$ cat config.mk
export PLATFORM = sky130hd
export DESIGN_NAME = div3_serial
export DESIGN_NICKNAME = d
export VERILOG_FILES = /design/src/rtl/div3_pkg.sv /design/src/rtl/div3_step.sv /design/src/rtl/div3_serial.sv
export SDC_FILE = /design/constraint.sdc
export NUM_CORES = 1
export LEC_CHECK = 0
export ABC_AREA = 1
export ABC_CLOCK_PERIOD_IN_PS = 1800
export CAP_MARGIN = 20
export CORE_MARGIN = 2
export CORE_UTILIZATION = 35
export CTS_BUF_LIST = sky130_fd_sc_hd__clkbuf_2
export CTS_CLUSTER_DIAMETER = 200
export DETAILED_ROUTE_END_ITERATION = 10
export DONT_BUFFER_PORTS = 1
export GPL_ROUTABILITY_DRIVEN = 0
export PLACE_DENSITY = 0.53
export SYNTH_ARGS = -nofsm -noshare
export SYNTH_HDL_FRONTEND = slang
export SYNTH_SLANG_ARGS = --single-unit
$ cat constraint.sdc
create_clock -name clk -period 1.8 [get_ports clk]
set_input_delay 0.27 -clock clk [delete_from_list [all_inputs] [get_ports clk]]
set_output_delay 0.27 -clock clk [all_outputs]
set_load 0.01 [all_outputs]
$ cat src/rtl/div3_pkg.sv
// rtl/div3_pkg.sv - shared types and radix constant for the serial divide-by-3 unit
// Optional feature macro: DIV3_FAST_EN (radix-4, two dividend bits per step)
package div3_pkg;

  typedef enum logic [1:0] {
    IDLE = 2'd0,
    RUN  = 2'd1,
    DONE = 2'd2
  } div3_state_t;

  typedef logic [1:0] div3_rem_t;

`ifdef DIV3_FAST_EN
  localparam int DIV3_RADIX_BITS = 2;
`else
  localparam int DIV3_RADIX_BITS = 1;
`endif

endpackage

$ cat src/rtl/div3_step.sv
// rtl/div3_step.sv - one MSB-first remainder step of division by 3
// Optional feature macro: DIV3_FAST_EN (consumes two dividend bits per step)
// Ports:
//   rem      in   current partial remainder (0..2)
//   bits     in   next dividend bit(s), MSB first
//   q_bits   out  quotient bit(s) produced by this step
//   rem_next out  partial remainder after this step (0..2)
module div3_step
  import div3_pkg::*;
(
  input  div3_rem_t                  rem,
  input  logic [DIV3_RADIX_BITS-1:0] bits,
  output logic [DIV3_RADIX_BITS-1:0] q_bits,
  output div3_rem_t                  rem_next
);

  div3_rem_t rem_safe;

  // Code 3 cannot occur; fold it to 0 so a corrupted remainder recovers.
  assign rem_safe = (rem == 2'd3) ? 2'd0 : rem;

`ifdef DIV3_FAST_EN
  logic [3:0] v;
  logic [1:0] q;

  always_comb begin
    v = {rem_safe, bits};            // 4*rem + 2*b1 + b0, 0..11
    if (v >= 4'd9)      q = 2'd3;
    else if (v >= 4'd6) q = 2'd2;
    else if (v >= 4'd3) q = 2'd1;
    else                q = 2'd0;
    q_bits   = q;
    rem_next = 2'(v - 4'(q) * 4'd3);
  end
`else
  logic [2:0] v;

  always_comb begin
    v        = {rem_safe, bits};     // 2*rem + bit, 0..5
    q_bits   = (v >= 3'd3);
    rem_next = 2'(v - ((v >= 3'd3) ? 3'd3 : 3'd0));
  end
`endif

endmodule

$ cat src/rtl/div3_serial.sv
// rtl/div3_serial.sv - bit-serial divide-by-3 on a valid/ready stream
// Optional feature macro: DIV3_FAST_EN (two bits per cycle, WIDTH must be even)
// Ports:
//   clk, rst_n                       clock, synchronous active-low reset
//   in_valid / in_ready / in_number  operand stream
//   out_valid / out_ready            result stream handshake
//   out_quotient                     floor(in_number / 3)
//   out_remainder                    in_number mod 3
//   out_divisible                    1 when the remainder is 0
module div3_serial
  import div3_pkg::*;
#(
  parameter int WIDTH = 16
) (
  input  logic             clk,
  input  logic             rst_n,
  input  logic             in_valid,
  output logic             in_ready,
  input  logic [WIDTH-1:0] in_number,
  output logic             out_valid,
  input  logic             out_ready,
  output logic [WIDTH-1:0] out_quotient,
  output logic [1:0]       out_remainder,
  output logic             out_divisible
);

  localparam int STEPS = WIDTH / DIV3_RADIX_BITS;
  localparam int CNT_W = $clog2(WIDTH + 1);
  localparam logic [CNT_W-1:0] LAST_STEP = CNT_W'(STEPS - 1);

  if (WIDTH < 2) begin : g_width_small
    $error("div3_serial: WIDTH must be at least 2");
  end

`ifdef DIV3_FAST_EN
  if (WIDTH % 2 != 0) begin : g_width_odd
    $error("div3_serial: WIDTH must be even when DIV3_FAST_EN is defined");
  end
`endif

  div3_state_t state, state_next;

  // The dividend shifts out at the top while quotient bits shift in at the
  // bottom, so after the last step this register holds the whole quotient.
  logic [WIDTH-1:0]           shreg;
  logic [WIDTH-1:0]           shreg_next;
  div3_rem_t                  rem;
  div3_rem_t                  step_rem;
  logic [DIV3_RADIX_BITS-1:0] step_q;
  logic [CNT_W-1:0]           cnt;
  logic                       last_step;

  assign last_step  = (cnt == LAST_STEP);
  assign shreg_next = (shreg << DIV3_RADIX_BITS) | WIDTH'(step_q);

  div3_step u_step (
    .rem      (rem),
    .bits     (shreg[WIDTH-1 -: DIV3_RADIX_BITS]),
    .q_bits   (step_q),
    .rem_next (step_rem)
  );

  always_ff @(posedge clk) begin
    if (!rst_n) state <= IDLE;
    else        state <= state_next;
  end

  always_comb begin
    state_next = state;
    case (state)
      IDLE:    if (in_valid)  state_next = RUN;
      RUN:     if (last_step) state_next = DONE;
      DONE:    if (out_ready) state_next = IDLE;
      default: state_next = IDLE;
    endcase
  end

  // Handshake flags are registered copies of the next state.
  always_ff @(posedge clk) begin
    if (!rst_n) begin
      in_ready  <= 1'b1;
      out_valid <= 1'b0;
    end else begin
      in_ready  <= (state_next == IDLE);
      out_valid <= (state_next == DONE);
    end
  end

  always_ff @(posedge clk) begin
    if (!rst_n) begin
      shreg         <= '0;
      rem           <= '0;
      cnt           <= '0;
      out_quotient  <= '0;
      out_remainder <= '0;
      out_divisible <= 1'b0;
    end else begin
      case (state)
        IDLE: begin
          if (in_valid) begin
            shreg <= in_number;
            rem   <= '0;
            cnt   <= '0;
          end
        end
        RUN: begin
          shreg <= shreg_next;
          rem   <= step_rem;
          cnt   <= cnt + 1'b1;
          if (last_step) begin
            out_quotient  <= shreg_next;
            out_remainder <= step_rem;
            out_divisible <= (step_rem == 2'd0);
          end
        end
        default: ;
      endcase
    end
  end

endmodule

## Yosys cells after proc, flatten, opt, wreduce, memory -nomap -nowiden

Index checks and enable logic that the tools add are counted.

- Register bits after elaboration: 46
- Bits of input ports: 20
- Output and inout bits: 21
- Word-level logic and storage cells: 37

- $add $sub $neg: 2
- Magnitude comparators: 1
- Eq/ne operators: 6
- Mux-type cells: 12
- Bitwise logic cells: 1
- Reductions and logical operators: 6

Operators with widths:

| cell | number |
|---|---|
| 16-bit case mux with 2 select lines | 1 |
| 16-bit 2-to-1 mux | 1 |
| 16-bit by 1-bit OR with 16-bit output | 1 |
| 2-bit 2-to-1 mux | 6 |
| 5-bit case mux with 2 select lines | 1 |
| 2-bit equality test (second input constant) | 3 |
| 2-bit logical NOT | 3 |
| 2-bit case mux with 3 select lines | 1 |
| 5-bit by 1-bit adder with 5-bit output (second input constant) | 1 |
| 5-bit by 4-bit equality test with 1-bit output (second input constant) | 1 |
| 5-bit 2-to-1 mux | 1 |
| 2-bit case mux with 2 select lines | 1 |
| 2-bit AND reduction | 2 |
| 3-bit by 2-bit greater-or-equal comparator with 1-bit output (second input constant) | 1 |
| 2-bit by 1-bit equality test with 1-bit output (second input constant) | 1 |
| 2-bit inequality test (second input constant) | 1 |
| 2-bit nonzero test | 1 |
| 2-bit subtractor | 1 |

## Depth between registers and ports, before layout

Gate-level depths: netlist (run 1).

- Depth after elaboration: 6
- Mapped depth: 10
- Gate-level depth less buffers: 10

## Cells and area by module

From an unflattened synthesis (run 1), not the netlist that was laid out.

- Cell total of the unflattened synthesis: 287
- Area, all modules: 1,955.6 um^2

Modules (own cells, without submodules):

| module | instances | cells an instance | area each (um^2) | seq. area each (um^2) |
|---|---|---|---|---|
| div3_serial | 1 | 273 | 1,890.6 | 920.9 |
| div3_step | 1 | 14 | 65.1 | 0.0 |

## Least setup slack after synthesis (run 1)

OpenSTA, ideal clock, no wires.

- Path type: register to register
- Start: register cnt[0]
- End: register out_divisible
- Setup time: 128 ps
- Data arrival time: 1,345 ps
- Data required time: 1,672 ps
- Slack: 327 ps
- Cell stages (with the launch flop): 11
- Buffers on the path: 1
- Period minus slack after synthesis: 1,473 ps
- Cells stage by stage: dfxtp_1 > ha_1 > inv_1 > nor3_1 > ha_1 > nand2_2 > inv_2 > buf_4 > nor2_1 > nor2_1 > nor2_1

- Word-level cells in the longest chain between the ends: 2

RTL lines:

| element | line | source |
|---|---|---|
| start, declared | div3_serial.sv:50 | `logic [CNT_W-1:0] cnt;` |
| start signal, assigned | div3_serial.sv:109 | `cnt <= cnt + 1'b1;` |
| 5-bit by 4-bit equality test with 1-bit output | div3_serial.sv:53 | `assign last_step = (cnt == LAST_STEP);` |
| 2-bit AND reduction (no source line) | n/a |  |
| end signal, assigned | div3_serial.sv:113 | `out_divisible <= (step_rem == 2'd0);` |
| end, declared | div3_serial.sv:24 | `output logic out_divisible` |

No other way between the ends.
A chain may end at the register's enable or synchronous reset.

## Final worst setup path (run 1)

- Start: register cnt[0]
- End: register out_quotient[9]

- Word-level cells in the longest chain between the ends: 2

RTL lines:

| element | line | source |
|---|---|---|
| 5-bit by 4-bit equality test with 1-bit output | div3_serial.sv:53 |  |
| 2-bit AND reduction (no source line) | n/a |  |
| end signal, assigned | div3_serial.sv:111 | `out_quotient <= shreg_next;` |
| end, declared | div3_serial.sv:22 | `output logic [WIDTH-1:0] out_quotient,` |

No other way between the ends.

==> results of run 1 <==
[worst min-delay path by stage]
stage | from | endpoint | slack, ns | depth (start not counted)
floorplan | rst_n | cnt[0] | 0.41 | 2
global placement | rst_n | shreg[15] | 0.37 | 2
detailed placement | rst_n | shreg[7] | 0.38 | 2
CTS | in_number[12] | shreg[12] | 0.02 | 4
global route | out_ready | out_valid | 0.02 | 2
finish | out_ready | out_valid | 0.04 | 2
[power breakdown]
part           switching (mW)  leakage (nW)  internal [mW]
Sequential             0.0249         0.375           1.05
Combinational          0.0929         0.471         0.0494
Clock                   0.323        0.0365          0.223
Total                   0.440         0.882           1.32
[layout make-up]
cell class / count / share of cell area
sequential: 46 / 0.453
multi-input combinational: 179 / 0.391
inverter: 27 / 0.0510
tap: 70 / 0.0430
timing repair buffer: 8 / 0.0332
clock inverter: 2 / 0.0166
clock buffer: 5 / 0.0123
[critical path, cell delays in order (launching register included)]
cell	delay, ns
dfxtp_2	0.39
ha_1	0.17
inv_1	0.06
nor3_1	0.15
ha_1	0.21
nand2_2	0.08
inv_4	0.16
buf_4	0.18
nor2_1	0.04
nor2_1	0.09
[stage by stage]
step	hold slack, ns	utilization	cells	instance area (um2)	worst slack [ns]
global route	0.0156	0.396	337	2040	0.0142
CTS	0.0199	0.395	337	2030	0.103
finish	0.0416	0.396	337	2040	0.214
floorplan	0.408	-	263	1880	0.327
global placement	0.374	0.378	327	1940	0.219
detailed placement	0.376	0.378	327	1940	0.168
[cells by family (layout without fill, tap and decap cells)]
| kind of cell | Yosys count | after routing |
|---|---|---|
| buf+inv | 38 | 42 |
| flops | 46 | 46 |
| simple gates | 135 | 135 |
| fa+ha+maj | 2 | 2 |
| compound gates | 42 | 42 |
[sequential cells by signal, summed over array words and instances, names as in the netlist]
name           cells
out_divisible      1
state              2
out_remainder      2
out_valid          1
cnt                5
out_quotient      16
in_ready           1
rem                2
shreg             16
[what timing repair did]
action	4_1_cts	5_1_grt
hold endpoints to repair	34	0
resized for setup	0	4
hold buffers	3	0
setup endpoints to repair	0	11
[cells in the final DEF, fill, tap and decap left out]
cell	synthesis	routed
a21oi_1	13	13
a22oi_1	1	1
a31oi_1	2	2
and2_1	1	1
buf_4	3	5
bufinv_16	0	1
clkbuf_2	0	5
clkinv_1	0	1
dfxtp_1	46	44
dfxtp_2	0	2
dlygate4sd3_1	0	3
ha_1	2	2
inv_1	24	24
inv_2	3	2
inv_4	0	1
nand2_1	75	75
nand2_2	3	3
nand3_1	14	14
nand3b_1	1	1
nor2_1	38	38
nor2_2	1	1
nor2_4	1	1
nor3_1	1	1
o211ai_1	2	2
o21ai_0	21	21
o21ai_1	2	2
o22ai_1	1	1
[layer usage]
layer,vias up,part of all wire,routed length (um),track usage
met4,0,0.011,49,0.0500
met1,718,0.50,2160,0.207
li1,831,-,-,-
met3,5,0.056,246,0.0518
met5,-,0,0,0
met2,47,0.44,1910,0.248
==> metrics.log, run 1 <==
INFO  metric outcome = finished, final reports clean
INFO  metric mean_number_of_vias_per_cell = 4.75
INFO  metric grt_antenna_before_repair = 0
INFO  metric crit_end = out_quotient[9]
INFO  metric grt-ovfl-total = 0
INFO  metric synth-seq-cells = 46
INFO  metric timing.critical_path.fanout_max = 16
INFO  metric compound_cell_area_share_of_the_yosys_netlist = 0.118
INFO  metric synth_seq_area_share = 0.490
INFO  metric synth_top_cells_by_count = nand2_1, dfxtp_1, nor2_1
INFO  metric core_area = 5140 um2
INFO  metric skew = 0.0124 ns
INFO  metric ctsLongestPathBuffers = 2
INFO  metric yosys.area_share.simple = 0.292
INFO  metric totalWireLength = 4.37 mm
INFO  metric asyncSetResetFlopFracSynth = 0
INFO  metric synth_xor_xnor_area_share = 0
INFO  metric multi_input_area = 796 um2
INFO  metric dr.first_iter.drc_count = 55
INFO  metric synth_mux_area_frac = 0
INFO  metric nature_of_the_critical_path_endpoint = flop
INFO  metric antenna-diode-count = 0
INFO  metric area_growth_from_synthesis_to_layout = 8.32%
INFO  metric avgRoutedWirePerCell = 13.0 um
INFO  metric clock_h_tree_levels = 2
INFO  metric remaining_drc_errors = 0
INFO  metric yosysWarnings = 0
INFO  metric syn_nets = 285
INFO  metric nFillCells = 570
INFO  metric die-area = 5980 um2
INFO  metric hold_violations = 0
INFO  metric yosys.area_share.adder = 0.0133
INFO  metric post_synth_inst_count = 263
INFO  metric yosys-top-cells-area = dfxtp_1, nand2_1, nor2_1
INFO  metric post-synth-top-area-cell = dfxtp_1
INFO  metric required_time_at_the_worst_slack_endpoint = 2.16 ns
INFO  metric post_cts_clock_slew_at_the_launch_and_capture_registers_of_the_worst_setup_and_hold_paths = 0.22 ns
INFO  metric synth_area_per_cell = 7.15 um2
INFO  metric starting_density_of_the_core = 0.366
INFO  metric rsz0062_at_grt = false
INFO  metric numCtsBuffers = 5
INFO  metric buffers_added_on_ports = 0
INFO  metric min_period_over_period = 0.881
INFO  metric nets = 289
INFO  metric max_slew_margin = 0.272
INFO  metric clock_insertion_delay_worst_skew = 0.41 ns
INFO  metric drt_pass1_iterations = 5
INFO  metric grt_pass1_vias = 1541
INFO  metric r2r-end = out_quotient[9]
INFO  metric setup-violations-final = 0
INFO  metric die_w = 77.3 um
INFO  metric rows = 26
INFO  metric timing_worst_setup_path_type = reg -> reg
INFO  metric setup_tns = 0 ns
INFO  metric p_per_area = 866 nW/um2
INFO  metric p_leak = 0.882 nW
INFO  metric crit_path_start = cnt[0]
INFO  metric clock.fmax = 0.630 GHz
INFO  metric clock_sinks = 46
INFO  metric start_kind = flop
INFO  metric grt_start_max_net_pins = 33
INFO  metric clock_tree.root_cell = clkbuf_2
INFO  metric timing_worst_slew_pin_value = 1.09 ns
INFO  metric timing.critical_path.arrival = 1.94 ns
INFO  metric gr-usage-all-layers = 0.159
INFO  metric grt_pass1_wl = 7.46 mm
INFO  metric synth_top_cell_area_share = 0.490
INFO  metric chipHeight = 77.3 um
INFO  metric num_vias = 1601
INFO  metric drv_slew = 0
INFO  metric post-route-min-period = 1.59 ns
INFO  metric tritoncts = done
INFO  metric postCtsSetupRepairBufs = 0
INFO  metric drive_above_1_share = 0.0787
INFO  metric synth-main-ff-cell = dfxtp_1
INFO  metric r2r.worst_path.cells = 9
INFO  metric most_used_standard_cell_by_instance_count_after_synthesis = nand2_1
INFO  metric max-vdd-ir-drop = 374 uV
INFO  metric postRouteAntennaNets = 0
INFO  metric post_synth_instance_area = 1880 um2
INFO  metric setup.reg_to_reg.worst_slack = 0.21 ns
INFO  metric worst_hold_path_type = in -> reg
INFO  metric synth_enable_flop_cells = 0
INFO  metric synth_top_family_by_area = simple AND/OR/NAND/NOR gates
INFO  metric num_io_pins = 41
INFO  metric area.sequential = 923 um2
INFO  metric r2r-start = cnt[0]
INFO  metric max_cap_violations = 0
INFO  metric ys_types = 24
INFO  metric total_power = 1.76 mW
INFO  metric post-dp-hpwl = 2.90 mm
(Power assumes the default switching activity.)
==> run 2, diff against run 1 <==
- SKIP_CTS_REPAIR_TIMING: default -> 1
==> run 2 against run 1 <==
  * Non-clock buffer count unchanged
  * Fmax increased by 0.58%
  * Final cell count unchanged
  * Critical path type unchanged
  * Clock-buffer cell count unchanged
==> metrics.log, run 2 (synthesis gave the netlist of run 1 again) <==
INFO  metric hold_violations = 0
INFO  metric totalWireLength = 4.35 mm
INFO  metric max_slew_margin = 0.298
INFO  metric dr.first_iter.drc_count = 65
INFO  metric nets = 289
INFO  metric die-area = 5980 um2
INFO  metric buffers_added_on_ports = 0
INFO  metric mostFrequentLayoutCells = nand2_1, dfxtp_1, nor2_1
INFO  metric preCtsSetupSlack = 0.168 ns
INFO  metric netSwitchingPower = 438 uW
INFO  metric power.share.switching = 0.248
INFO  metric max-vdd-ir-drop = 296 uV
INFO  metric timing_worst_slew_pin_value = 1.05 ns
INFO  metric timing_worst_setup_path_type = reg -> reg
INFO  metric post-dp-hpwl = 2.90 mm
INFO  metric num_io_pins = 41
INFO  metric rsz0062_at_grt = false
INFO  metric gate_power_share = 0.080
INFO  metric p_leak = 0.882 nW
INFO  metric ctsLongestPathBuffers = 2
INFO  metric avgRoutedWirePerCell = 12.9 um
INFO  metric tritoncts = done
INFO  metric numCtsBuffers = 5
INFO  metric clock_tree.root_cell = clkbuf_2
INFO  metric min_period_over_period = 0.876
INFO  metric die_w = 77.3 um
INFO  metric antenna-diode-count = 0
INFO  metric setup-violations-final = 0
INFO  metric grt-ovfl-total = 0
INFO  metric timing.critical_path.fanout_max = 16
INFO  metric starting_density_of_the_core = 0.366
INFO  metric post-route-min-period = 1.58 ns
INFO  metric postRouteAntennaNets = 0
INFO  metric power_report.internal_total = 1.32 mW
INFO  metric rows = 26
INFO  metric clock_h_tree_levels = 2
INFO  metric max_cap_violations = 0
INFO  metric clock.fmax = 0.634 GHz
INFO  metric largest_registers = out_quotient (16), shreg (16), cnt (5)
INFO  metric post_cts_clock_slew_at_the_launch_and_capture_registers_of_the_worst_setup_and_hold_paths = 0.22 ns
INFO  metric chipHeight = 77.3 um
INFO  metric drv_slew = 0
INFO  metric drive_above_1_share = 0.0787
INFO  metric area_growth_from_synthesis_to_layout = 8.32%
INFO  metric clock_sinks = 46
INFO  metric timing.critical_path.arrival = 1.93 ns
INFO  metric outcome = finished, final reports clean
INFO  metric grt_antenna_before_repair = 0
INFO  metric core_area = 5140 um2
INFO  metric grt_start_max_net_pins = 34
INFO  metric worst_hold_path_type = in -> reg
INFO  metric mean_number_of_vias_per_cell = 4.65
INFO  metric clock_insertion_delay_worst_skew = 0.41 ns
INFO  metric start_kind = flop
INFO  metric layout.cells.most_common = nand2_1
INFO  metric drt_pass1_iterations = 4
INFO  metric nature_of_the_critical_path_endpoint = flop
INFO  metric timing.final.ws_setup = 0.223 ns
INFO  metric grt_pass1_wl = 7.36 mm
INFO  metric gr-usage-all-layers = 0.156
INFO  metric skew = 0.0144 ns
INFO  metric setup_tns = 0 ns
INFO  metric remaining_drc_errors = 0
INFO  metric required_time_at_the_worst_slack_endpoint = 2.16 ns
INFO  metric grt_pass1_vias = 1537
INFO  metric seq_power_share = 0.611
INFO  metric clock_power_share = 0.309
INFO  metric p_per_area = 864 nW/um2
INFO  metric num_vias = 1566
-- run 2: stage by stage --
stage / power [mW] / hold WS, ns / cell area, um2 / instances / utilization
floorplan: 1.20 / 0.408 / 1880 / 263 / -
CTS: 1.77 / -0.0932 / 2000 / 334 / 0.389
global placement: 1.22 / 0.374 / 1940 / 327 / 0.378
detailed placement: 1.22 / 0.376 / 1940 / 327 / 0.378
finish: 1.76 / 0.0462 / 2040 / 337 / 0.396
global route: 1.85 / 0.00952 / 2040 / 337 / 0.396
-- run 2: worst paths after layout --
kind,from,to,slack [ns],depth (start not counted)
setup reg to reg,cnt[1],out_quotient[9],0.22,9
setup / recovery,cnt[1],out_quotient[9],0.22,9
hold / removal,out_ready,out_valid,0.05,2
hold reg to reg,cnt[0],cnt[0],0.46,1
-- run 2: layout make-up --
cell class                 instances  area [um2]
clock buffer                       5        25.0
multi-input combinational        179         796
tap                               70        87.6
sequential                        46         923
fill                             572        3100
clock inverter                     2        33.8
timing repair buffer               8        67.6
inverter                          27         104
-- run 2: layer usage --
metal / share of wire / GRT usage / up-vias
li1: - / - / 828
met1: 0.50 / 0.204 / 692
met2: 0.44 / 0.245 / 41
met3: 0.054 / 0.0506 / 5
met4: 0.012 / 0.0500 / 0
met5: 0 / 0 / -
-- run 2: power by group through the flow --
stage	Sequential [mW]	Combinational [mW]	Clock, mW
after floorplan	1.09	0.109	0
after global placement	1.09	0.126	0
after detailed placement	1.09	0.127	0
after CTS	1.07	0.128	0.571
after global routing	1.08	0.165	0.609
final	1.08	0.141	0.544
-- run 2: critical path, stage by stage (launching register included) --
cell and delay, ns:
dfxtp_2 0.39, ha_1 0.17, inv_1 0.06, nor3_1 0.15, ha_1 0.21, nand2_2 0.08
inv_4 0.16, buf_4 0.18, nor2_1 0.04, nor2_1 0.09
==> run 3, diff against run 2 <==
- ABC_AREA: 1 -> 0
- HOLD_SLACK_MARGIN: default -> 0.15
- PLACE_DENSITY: 0.53 -> 0.6
==> run 3 against run 2 <==
  * Via count grew 2.3%
  * Synthesized cell count shrank 14%
  * Clock-buffer cell count up 1
  * Hold slack better by 0.16 ns
  * Highest routed layer unchanged
==> metrics.log, run 3 <==
INFO  metric outcome = finished, final reports clean
INFO  metric numCtsBuffers = 5
INFO  metric max_cap_violations = 0
INFO  metric gr-usage-all-layers = 0.151
INFO  metric remaining_drc_errors = 0
INFO  metric num_vias = 1602
INFO  metric stdcell_count = 305
INFO  metric synth-main-ff-cell = dfxtp_1
INFO  metric ys_types = 38
INFO  metric grt-ovfl-total = 0
INFO  metric setup-violations-final = 0
INFO  metric die-area = 6260 um2
INFO  metric totalWireLength = 4.53 mm
INFO  metric max_slew_margin = 0.476
INFO  metric asyncSetResetFlopFracSynth = 0
INFO  metric post_cts_clock_slew_at_the_launch_and_capture_registers_of_the_worst_setup_and_hold_paths = 0.21 ns
INFO  metric clock_insertion_delay_worst_skew = 0.41 ns
INFO  metric place.detailed.instances = 290
INFO  metric clock_sinks = 46
INFO  metric gate_power_share = 0.110
INFO  metric drv_slew = 0
INFO  metric drt_pass1_iterations = 4
INFO  metric start_kind = flop
INFO  metric synth_top_cells_by_count = dfxtp_1, a21oi_1, nand2_1
INFO  metric final_cell_area = 2170 um2
INFO  metric mostFrequentLayoutCells = dfxtp_1, a21oi_1, nand2_1
INFO  metric ctsLongestPathBuffers = 2
INFO  metric power.share.switching = 0.263
INFO  metric synth-seq-cells = 46
INFO  metric preCtsSetupSlack = 0.125 ns
INFO  metric post_synth_instance_area = 1970 um2
INFO  metric antenna-diode-count = 0
INFO  metric clock_power_share = 0.240
INFO  metric nets = 254
INFO  metric num_io_pins = 41
INFO  metric synth_enable_flop_cells = 0
INFO  metric worst_hold_path_type = in -> reg
INFO  metric seq_power_share = 0.649
INFO  metric timing.critical_path.fanout_max = 16
INFO  metric rsz0062_at_grt = false
INFO  metric clock_h_tree_levels = 2
INFO  metric clock_tree.root_cell = clkbuf_2
INFO  metric avgRoutedWirePerCell = 14.9 um
INFO  metric place_area = 2050 um2
INFO  metric total_power = 1.69 mW
INFO  metric grt_pass1_vias = 1461
INFO  metric rows = 27
INFO  metric dr.first_iter.drc_count = 69
INFO  metric p_per_area = 782 nW/um2
INFO  metric min_period_over_period = 0.914
INFO  metric mean_number_of_vias_per_cell = 5.25
INFO  metric finalHoldWorstSlack = 0.207 ns
INFO  metric synth_seq_area_share = 0.466
INFO  metric yosysWarnings = 0
INFO  metric setup_tns = 0 ns
INFO  metric hold_violations = 0
INFO  metric post_synth_inst_count = 227
INFO  metric clock.fmax = 0.608 GHz
INFO  metric grt_start_max_net_pins = 24
INFO  metric timing_worst_slew_pin_value = 0.783 ns
INFO  metric yosys-top-cells-area = dfxtp_1, a21oi_1, nand2_1
INFO  metric skew = 0.0121 ns
INFO  metric area_growth_from_synthesis_to_layout = 9.70%
INFO  metric post-dp-hpwl = 3.13 mm
INFO  metric die_w = 79.1 um
INFO  metric layout.cells.most_common = dfxtp_1
INFO  metric starting_density_of_the_core = 0.361
INFO  metric max-vdd-ir-drop = 250 uV
INFO  metric nature_of_the_critical_path_endpoint = flop
INFO  metric p_leak = 0.803 nW
INFO  metric timing.final.ws_setup = 0.156 ns
INFO  metric power_report.internal_total = 1.25 mW
INFO  metric tritoncts = done
INFO  metric timing_worst_setup_path_type = reg -> reg
INFO  metric drive_above_1_share = 0.120
INFO  metric required_time_at_the_worst_slack_endpoint = 2.12 ns
INFO  metric timing.critical_path.arrival = 1.96 ns
INFO  metric synth_top_cell_area_share = 0.466
INFO  metric largest_registers = out_quotient (16), shreg (16), cnt (5)
INFO  metric most_used_standard_cell_by_instance_count_after_synthesis = dfxtp_1
INFO  metric synth_area_per_cell = 8.70 um2
INFO  metric postRouteAntennaNets = 0
INFO  metric post-synth-top-area-cell = dfxtp_1
INFO  metric post-route-min-period = 1.64 ns
INFO  metric grt_pass1_wl = 7.29 mm
INFO  metric syn_nets = 249
INFO  metric post-route-util = 0.396
INFO  metric buffers_added_on_ports = 0
INFO  metric core_area = 5470 um2
INFO  metric netSwitchingPower = 446 uW
INFO  metric chipHeight = 79.1 um
INFO  metric grt_antenna_before_repair = 0
run 3: changes by cell type after synthesis, sizes merged, moves of 16 or more:
| cell | change |
|---|---|
| o21ai | -16 |
| nand2 | -45 |
| nor2 | -23 |
| inv | -23 |
| a21oi | +23 |
run 3: per-layer routing:
metal	vias up	routed length (um)	track usage
met2	32	2000	0.234
met5	-	0	0
li1	807	-	-
met1	755	2160	0.187
met3	8	297	0.0591
met4	0	72	0.0621
run 3: layout make-up:
type / instances / area (um2)
fillers: 601 / 3310
multi-input cells: 156 / 927
flip-flops and latches: 46 / 922
repair buffers: 18 / 169
well taps: 72 / 90.1
clock buffers: 6 / 30.0
inverters: 5 / 18.8
clock inverters: 2 / 8.76
run 3: worst paths after layout:
path | start | end | slack, ns | depth (start not counted)
min | in_number[14] | shreg[14] | 0.21 | 3
max reg2reg | cnt[0] | out_remainder[0] | 0.16 | 7
min reg2reg | shreg[1] | out_quotient[2] | 0.48 | 2
max | cnt[0] | out_remainder[0] | 0.16 | 7
run 3: critical path, cell delays in order, from the launching register on:
cell and delay, ns:
dfxtp_2 0.38, ha_1 0.22, and3_1 0.19, ha_1 0.21
and3b_1 0.19, buf_6 0.16, o21ai_0 0.15, a21oi_1 0.06
run 3: power by group through the flow:
stage | registers [mW] | logic, mW | clock network [mW]
global placement | 1.12 | 0.161 | 0
global route | 1.11 | 0.211 | 0.480
CTS | 1.10 | 0.164 | 0.435
finish | 1.10 | 0.187 | 0.407
floorplan | 1.10 | 0.148 | 0
detailed placement | 1.12 | 0.162 | 0
run 3: cells by family after synthesis:
logic type,Yosys count,share of synthesized area
multiplexers,2,0.0101
flip-flops,46,0.466
XOR/XNOR,1,0.00444
adder cells (fa/ha/maj),2,0.0127
AND/OR/NAND/NOR,79,0.191
AO/OA/AOI/OAI,72,0.251
buffers and inverters,25,0.0640
